--- config.mk ---
export PLATFORM = sky130hd
export DESIGN_NAME = serial_deserializer
export DESIGN_NICKNAME = d
export VERILOG_FILES = /design/src/rtl/serial_deserializer.sv
export SDC_FILE = /design/constraint.sdc
export NUM_CORES = 1
export LEC_CHECK = 0
export CAP_MARGIN = 30
export CORE_ASPECT_RATIO = 0.75
export CORE_MARGIN = 2
export CORE_UTILIZATION = 54
export DETAILED_ROUTE_END_ITERATION = 8
export PLACE_DENSITY = 0.85
export SLEW_MARGIN = 30
export SYNTH_ARGS = -nofsm -noshare
export SYNTH_HDL_FRONTEND = slang
export SYNTH_SLANG_ARGS = --single-unit
export TNS_END_PERCENT = 5
--- constraint.sdc ---
create_clock -name clk -period 3.5 [get_ports clk]
set_input_delay 0.35 -clock clk [delete_from_list [all_inputs] [get_ports clk]]
set_output_delay 0.35 -clock clk [all_outputs]
set_load 0.01 [all_outputs]
--- src/rtl/serial_deserializer.sv ---
// serial_deserializer: packs a registered 1-bit stream into WIDTH-bit words.
// A WIDTH-bit shift register fills under a valid/ready input handshake. Each
// completed word moves into a registered output with its own valid/ready
// handshake. When the output is occupied, a completed word parks in the shift
// register (STALL) and the input stops accepting bits until the output drains.
module serial_deserializer #(
  parameter int WIDTH     = 8,
  parameter bit MSB_FIRST = 1'b1
) (
  input  logic                           clk,
  input  logic                           reset,
  input  logic                           flush,
  input  logic                           din_valid,
  input  logic                           din,
  output logic                           din_ready,
  output logic [WIDTH-1:0]               dout,
  output logic                           dout_valid,
  input  logic                           dout_ready,
  output logic [$clog2(WIDTH+1)-1:0]     bit_count
);

  localparam int CW = $clog2(WIDTH+1);
  localparam logic [CW-1:0] LAST_IDX = CW'(WIDTH - 1);
  localparam logic [CW-1:0] FULL_CNT = CW'(WIDTH);

  typedef enum logic {
    S_FILL  = 1'b0,  // 0..WIDTH-1 bits held
    S_STALL = 1'b1   // WIDTH bits held, output occupied
  } state_e;

  state_e           state_q, state_d;
  logic [WIDTH-1:0] sr_q, sr_d;
  logic [CW-1:0]    cnt_q, cnt_d;
  logic [WIDTH-1:0] dout_q, dout_d;
  logic             dout_valid_q, dout_valid_d;

  logic             accept;
  logic             drain;
  logic [WIDTH-1:0] shifted;

  // Input is refused while reset is held and while a completed word is parked.
  assign din_ready = reset && (state_q != S_STALL);

  // flush outranks a bit presented on the same edge, so that bit is dropped.
  assign accept = din_valid && din_ready && !flush;
  assign drain  = dout_valid_q && dout_ready;

  // Shift register contents with the incoming bit inserted at the entry end.
  assign shifted = MSB_FIRST ? {sr_q[WIDTH-2:0], din} : {din, sr_q[WIDTH-1:1]};

  // Next-state computation for the shift register, counter, FSM and output.
  always_comb begin
    // NOTE: every _d is given its hold value first so no path can leave it
    // unassigned; a missing default here would infer a latch.
    state_d      = state_q;
    sr_d         = sr_q;
    cnt_d        = cnt_q;
    dout_d       = dout_q;
    dout_valid_d = dout_valid_q;

    // A drain frees the output; a load later in this block re-occupies it.
    if (drain) begin
      dout_valid_d = 1'b0;
    end

    unique case (state_q)
      S_FILL: begin
        if (flush) begin
          sr_d  = '0;
          cnt_d = '0;
        end else if (accept) begin
          if (cnt_q == LAST_IDX) begin
            if (!dout_valid_q || dout_ready) begin
              // Output free (or freeing this edge): word goes straight out.
              dout_d       = shifted;
              dout_valid_d = 1'b1;
              sr_d         = '0;
              cnt_d        = '0;
            end else begin
              // Output busy: park the full word and block further input.
              sr_d    = shifted;
              cnt_d   = FULL_CNT;
              state_d = S_STALL;
            end
          end else begin
            sr_d  = shifted;
            cnt_d = cnt_q + CW'(1);
          end
        end
      end

      S_STALL: begin
        if (flush) begin
          // Parked word is dropped; the output word is untouched.
          sr_d    = '0;
          cnt_d   = '0;
          state_d = S_FILL;
        end else if (dout_ready) begin
          // Output drains this edge, so the parked word takes its place.
          dout_d       = sr_q;
          dout_valid_d = 1'b1;
          sr_d         = '0;
          cnt_d        = '0;
          state_d      = S_FILL;
        end
      end

      default: state_d = S_FILL;
    endcase
  end

  // State registers with asynchronous active-low clear.
  always_ff @(posedge clk or negedge reset) begin
    if (!reset) begin
      state_q      <= S_FILL;
      sr_q         <= '0;
      cnt_q        <= '0;
      dout_q       <= '0;
      dout_valid_q <= 1'b0;
    end else begin
      // NOTE: non-blocking assignments so every flop samples pre-edge values,
      // independent of statement order.
      state_q      <= state_d;
      sr_q         <= sr_d;
      cnt_q        <= cnt_d;
      dout_q       <= dout_d;
      dout_valid_q <= dout_valid_d;
    end
  end

  assign dout       = dout_q;
  assign dout_valid = dout_valid_q;
  assign bit_count  = cnt_q;

endmodule

==> reports/results.tsv <==
metric	value	unit
run status	complete, no violations	
max-cap violation count	0	
share of power burned in registers	53.2	%
Final setup violation count	0	
antenna violations before repair	0	
Worst EP required	3150	ps
syn nets	93	
wire length on met1	967	um
vias in the first global route	734	
critical path class	in2out	
slew at the pin with the worst max-slew slack	628	ps
library cell occupying the most area in the post-synthesis netlist	dfrtp_1	
leading post-synthesis cells by cell area	dfrtp_1 (52%), mux2_2 (16%), a22o_1 (6.6%)	
count of yosys warnings during synthesis	0	
number of storage elements in the synthesis netlist	22	
top layer reached by signal wires	met3	
PD cells	373	nW/um^2
antenna diode instance count	0	
wire length per cell	15.6	um
routed length on met3	130	um
number of instances in the synthesized netlist	86	
synth cell count leaders	dfrtp_1 (22), mux2_2 (15), a22o_1 (8)	
share of the clock period used by the worst path	63.9	%
clk buf depth	2	
class of the most critical hold timing path	in2async	
count of distinct cell types in the synthesized netlist	22	
Sw Ratio	20.7	%
normalized max-slew margin	58.2	%
total routing usage reported by global routing	18.8	%
Die Span X	55.2	um
setup repair after global routing missed its margin	no	
most common flop cell mapped by yosys	dfrtp_1	
final max-slew violation count	0	
Setup Fix Bufs, Post-CTS	0	
TritonCTS Buffers	3	
root buffer selected by CTS	clkbuf_4	
portion of the post-synthesis area used by sequential elements	51.8	%
CTS H-Tree Depth	1	
number of vias per cell	5.78	
count of flip-flops with a built-in enable after synthesis	0	
input/output buffers	19	
count of unresolved DRC violations after routing	0	
Clock transition at path regs	130	ps
DR vias	745	
element type at the critical path start	primary input	
worst endpoint data arrival time	1880	ps
clock network power share	39.0	%
largest net degree at the start of global routing	18	
VDD IR max	0.000358	V
hold bufs inserted after CTS	0	
share of total power in combinational logic	7.8	%
gpl congestion	0.784	
routed wire length	2010	um
area share of the largest cell type after synthesis	51.8	%
mapped cell area	1060	sq um
aggregate global routing overflow	0	
endpoint kind of the worst setup timing path	output pin	
DP HPWL	1400	um
Core Region	1790	sq um
share of flip-flops with an asynchronous set or reset after synthesis	100	%
growth of design area from synthesis to finish	24.4	%
net switching power figure	0.000102	W
worst setup timing slack at the placement stage	1250	ps
die extent in y	42.4	um
biggest fanout along the worst timing path	12	
clock insertion delay at the later pin of the skew report	310	ps
share of final-layout standard cells stronger than drive strength 1	22.4	%
count of nets left with antenna violations after detail routing	0	
wire length of the first global-routing pass	3410	um
final setup skew	7.80	ps
reported leakage power	0.604	nW
area enclosed by the die boundary	2340	sq um
number of top-level pins	20	
quantity of gates resized following cts	0	
initial cell density of the core	59.4	%
internal power component	0.000391	W
Layout Cell Area excl Fill	1320	sq um
maximum clock frequency	447	MHz
Hold Fails Final Rpt	0	
count leader, synth	dfrtp_1	
CTS tree	yes	
Setup TNS	0	ps
NumNets Final	115	
Cell Area, Placed	1270	sq um
Avg Inst Size Synth	12.4	sq um
WL met2	909	um
Sink Count	22	
DRC marker count from the first detailed-route iteration	18	
minimum period implied by the final worst setup slack	2230	ps
number of core rows	13	
worst-case setup margin in the final layout	1270	ps
first-pass iteration count of the detailed router	4	
-- sequential cells by signal, summed over array words and instances (netlist names), named ones only --
signal,count
dout,8
sr_q,8
bit_count,4
state_q,1
-- layer usage --
| layer | GRT usage [%] | up-vias |
|---|---|---|
| met4 | 3.90 | 0 |
| met1 | 24.7 | 368 |
| met2 | 30.0 | 22 |
| met5 | 0 | - |
| li1 | - | 355 |
| met3 | 7.10 | 0 |
-- cell type report --
type / instances / area, sq um
Multi-Input combinational cell: 59 / 485
Clock buffer: 3 / 22.5
Timing Repair Buffer: 20 / 198
Sequential cell: 22 / 551
Fill cell: 124 / 468
Inverter: 2 / 7.51
Tap cell: 22 / 27.5
Clock inverter: 1 / 30.0
-- worst max-delay path, stage by stage --
cell,delay (ps)
clkdlybuf4s50_1,800
nor2b_1,190
clkdlybuf4s50_1,540
-- stage by stage --
stage | power, W | cells | utilization [%] | hold WS (ps)
after floorplan | 0.000281 | 86 | - | 54.4
after global placement | 0.000304 | 125 | 70.9 | 478
after CTS | 0.000497 | 129 | 73.8 | 373
after detailed placement | 0.000305 | 125 | 70.9 | 493
after global routing | 0.000513 | 129 | 73.8 | 383
final | 0.000492 | 129 | 73.8 | 373
-- cell families (layout without fill, tap and decap cells) --
logic type | after synthesis | after routing | share of synthesized area [%]
multiplexers | 16 | 16 | 17.0
adder cells (fa/ha/maj) | 1 | 1 | 1.18
flip-flops | 22 | 22 | 51.8
AND/OR/NAND/NOR | 21 | 21 | 12.3
buffers and inverters | 5 | 26 | 2.47
AO/OA/AOI/OAI | 21 | 21 | 15.3
-- path summary, 6_finish.rpt --
path / end / cells after the start / slack, ps / start
max in group asynchronous: dout[5]$_DFFE_PN0P_ / 2 / 2530 / reset
min in group clk: dout[6]$_DFFE_PN0P_ / 1 / 520 / dout[6]$_DFFE_PN0P_
max reg2reg: dout[0]$_DFFE_PN0P_ / 4 / 1590 / state_q$_DFF_PN0_
max: din_ready / 3 / 1270 / reset
min reg2reg: dout[6]$_DFFE_PN0P_ / 1 / 520 / dout[6]$_DFFE_PN0P_
min: bit_count[2]$_DFFE_PN0P_ / 1 / 370 / reset
-- placed cells by master, fill, tap and decap left out, drive strengths merged, types with 2 or more instances in the layout --
cell type / count
a21oi: 6
a22o: 8
dfrtp: 22
nor2b: 2
mux2: 16
nand2: 6
clkbuf: 3
inv: 2
clkdlybuf4s50: 19
nor3: 3
nor2: 6
o21ai: 4
-- power groups by stage --
stage | clock network, W | logic [W] | registers (W)
after detailed placement | 0 | 0.0000386 | 0.000266
final | 0.000192 | 0.0000383 | 0.000262
after global placement | 0 | 0.0000373 | 0.000266
after global routing | 0.000207 | 0.0000428 | 0.000263
after floorplan | 0 | 0.0000143 | 0.000267
after CTS | 0.000197 | 0.0000389 | 0.000262
(Power assumes the default switching activity.)
==> variant, RTL diff (same flow settings) <==
Put one more register stage on the output `bit_count`, cleared by the reset. The value now appears one clock later. The other outputs are not delayed to match.
--- a/src/rtl/serial_deserializer.sv
+++ b/src/rtl/serial_deserializer.sv
@@ -130,7 +130,13 @@
 
   assign dout       = dout_q;
   assign dout_valid = dout_valid_q;
-  assign bit_count  = cnt_q;
+  always_ff @(posedge clk or negedge reset) begin
+    if (!reset) begin
+      bit_count <= '0;
+    end else begin
+      bit_count <= cnt_q;
+    end
+  end
 
 endmodule
 
Function: changed (Yosys sat finds a counterexample within 4 cycles, from zero or initial values and one cycle with reset low).
==> variant against the original RTL <==
Total power up 2.4%; sequential share of layout area down 0.95 points; worst setup slack better by 0.035 ns; clock power down 35%; sequential cell count up 4; synthesized area up 31%; routed wire length up 47%; non-clock buffer count unchanged; critical endpoint unchanged; cell area up 21%; combinational power up 63%.
==> variant: results (changes against the original RTL) <==
| Metric | Value |
|---|---|
| Outcome | `finished clean` |
| Mux share of post-synthesis cell area | `0.0646 (-0.105)` |
| Met2 routed WL | `1.36 mm (+49%)` |
| Maximum VDD drop | `0.000194 V (-46%)` |
| Detailed placement HPWL | `2.20 mm (+57%)` |
| DR iter-0 viols | `47 (+29)` |
| Fraction of area in multi-input gates | `0.410 (+0.0421)` |
| Seq/Total Area, Yosys | `0.467 (-0.0515)` |
| Multi-input gate count | `82 (+39%)` |
| M2 GR Usage | `0.376 (+0.0763)` |
| Worst rel slew slack | `0.444 (-0.137)` |
| Global Route Usage Sum | `0.223 (+0.0350)` |
| Share of cells above drive strength 1 | `0.129 (-0.0948)` |
| Compound-Gate Fraction of Synth Area | `0.258 (+0.105)` |
| Adder-cell share of the synthesized area | `0.00898 (-0.00280)` |
| Wl on met1 | `1.41 mm (+45%)` |
| Drt via density | `6.21 (+7.5%)` |
| WP data arrival | `1.85 ns (-0.03 ns)` |
| Crit-path max FO | `11 (-1)` |
| First-pass GRT wire length | `4.94 mm (+45%)` |
| Die width | `62.7 µm (+13%)` |
| Synth area leaders | `dfrtp_1, a211oi_2, mux2i_1` |
| Dpl cell area | `0.00158 mm² (+24%)` |
| Synthesized Nets | `132 (+42%)` |
| Largest net degree at the start of global routing | `26 (+8)` |
| Drt total wl | `2.95 mm (+47%)` |
| Grt met3 use | `0.0565 (-0.0145)` |
| Critical R2R Capture | `cnt_q[3]` |
| GRT met1 Usage | `0.301 (+0.0542)` |
| Non-clk invs | `8 (+6)` |
| Hold slack | `0.331 ns (-0.0417 ns)` |
| Vias in the first global route | `1004 (+37%)` |
| Buffering overhead | `0.124 (-0.0259)` |
| Layout clock area frac | `0.0141 (-0.0257)` |
| Length of the first detailed-routing pass in iterations | `5 (+1)` |
| Static leakage | `0.664 nW (+9.9%)` |
| Critical path's largest stage delay | `0.76 ns (-0.04 ns)` |
| Commonest cells in the netlist | `dfrtp_1, mux2i_1, nor2_1, o211ai_1` |
| Met3 WL | `157 µm (+21%)` |
| Fraction of area in registers | `0.407 (-0.00946)` |
-- variant: changes by cell type in the layout (fill, tap and decap cells not counted), moves of 5 or more --
| cell | unedited run | this run |
|---|---|---|
| a211oi_1 | 0 | 8 |
| a211oi_2 | 0 | 8 |
| a22o_1 | 8 | 0 |
| inv_1 | 2 | 8 |
| mux2_2 | 15 | 0 |
| mux2i_1 | 0 | 9 |
| nand2_1 | 6 | 0 |
| nand3_1 | 0 | 5 |
| o211ai_1 | 0 | 9 |
| o32ai_1 | 0 | 8 |
-- variant: metrics by stage --
step / total power [mW] / utilization / setup slack, ns
after floorplan: 0.357 / - / 2.05
after global placement: 0.382 / 0.666 / 1.09
after detailed placement: 0.386 / 0.666 / 0.982
after CTS: 0.509 / 0.676 / 1.26
after global routing: 0.521 / 0.676 / 1.20
final: 0.504 / 0.676 / 1.30
-- variant: report_power, final --
group / leakage (nW) / internal (mW) / switching (mW)
registers: 0.359 / 0.309 / 0.00919
clock network: 0.0138 / 0.0404 / 0.0832
logic: 0.291 / 0.0266 / 0.0359
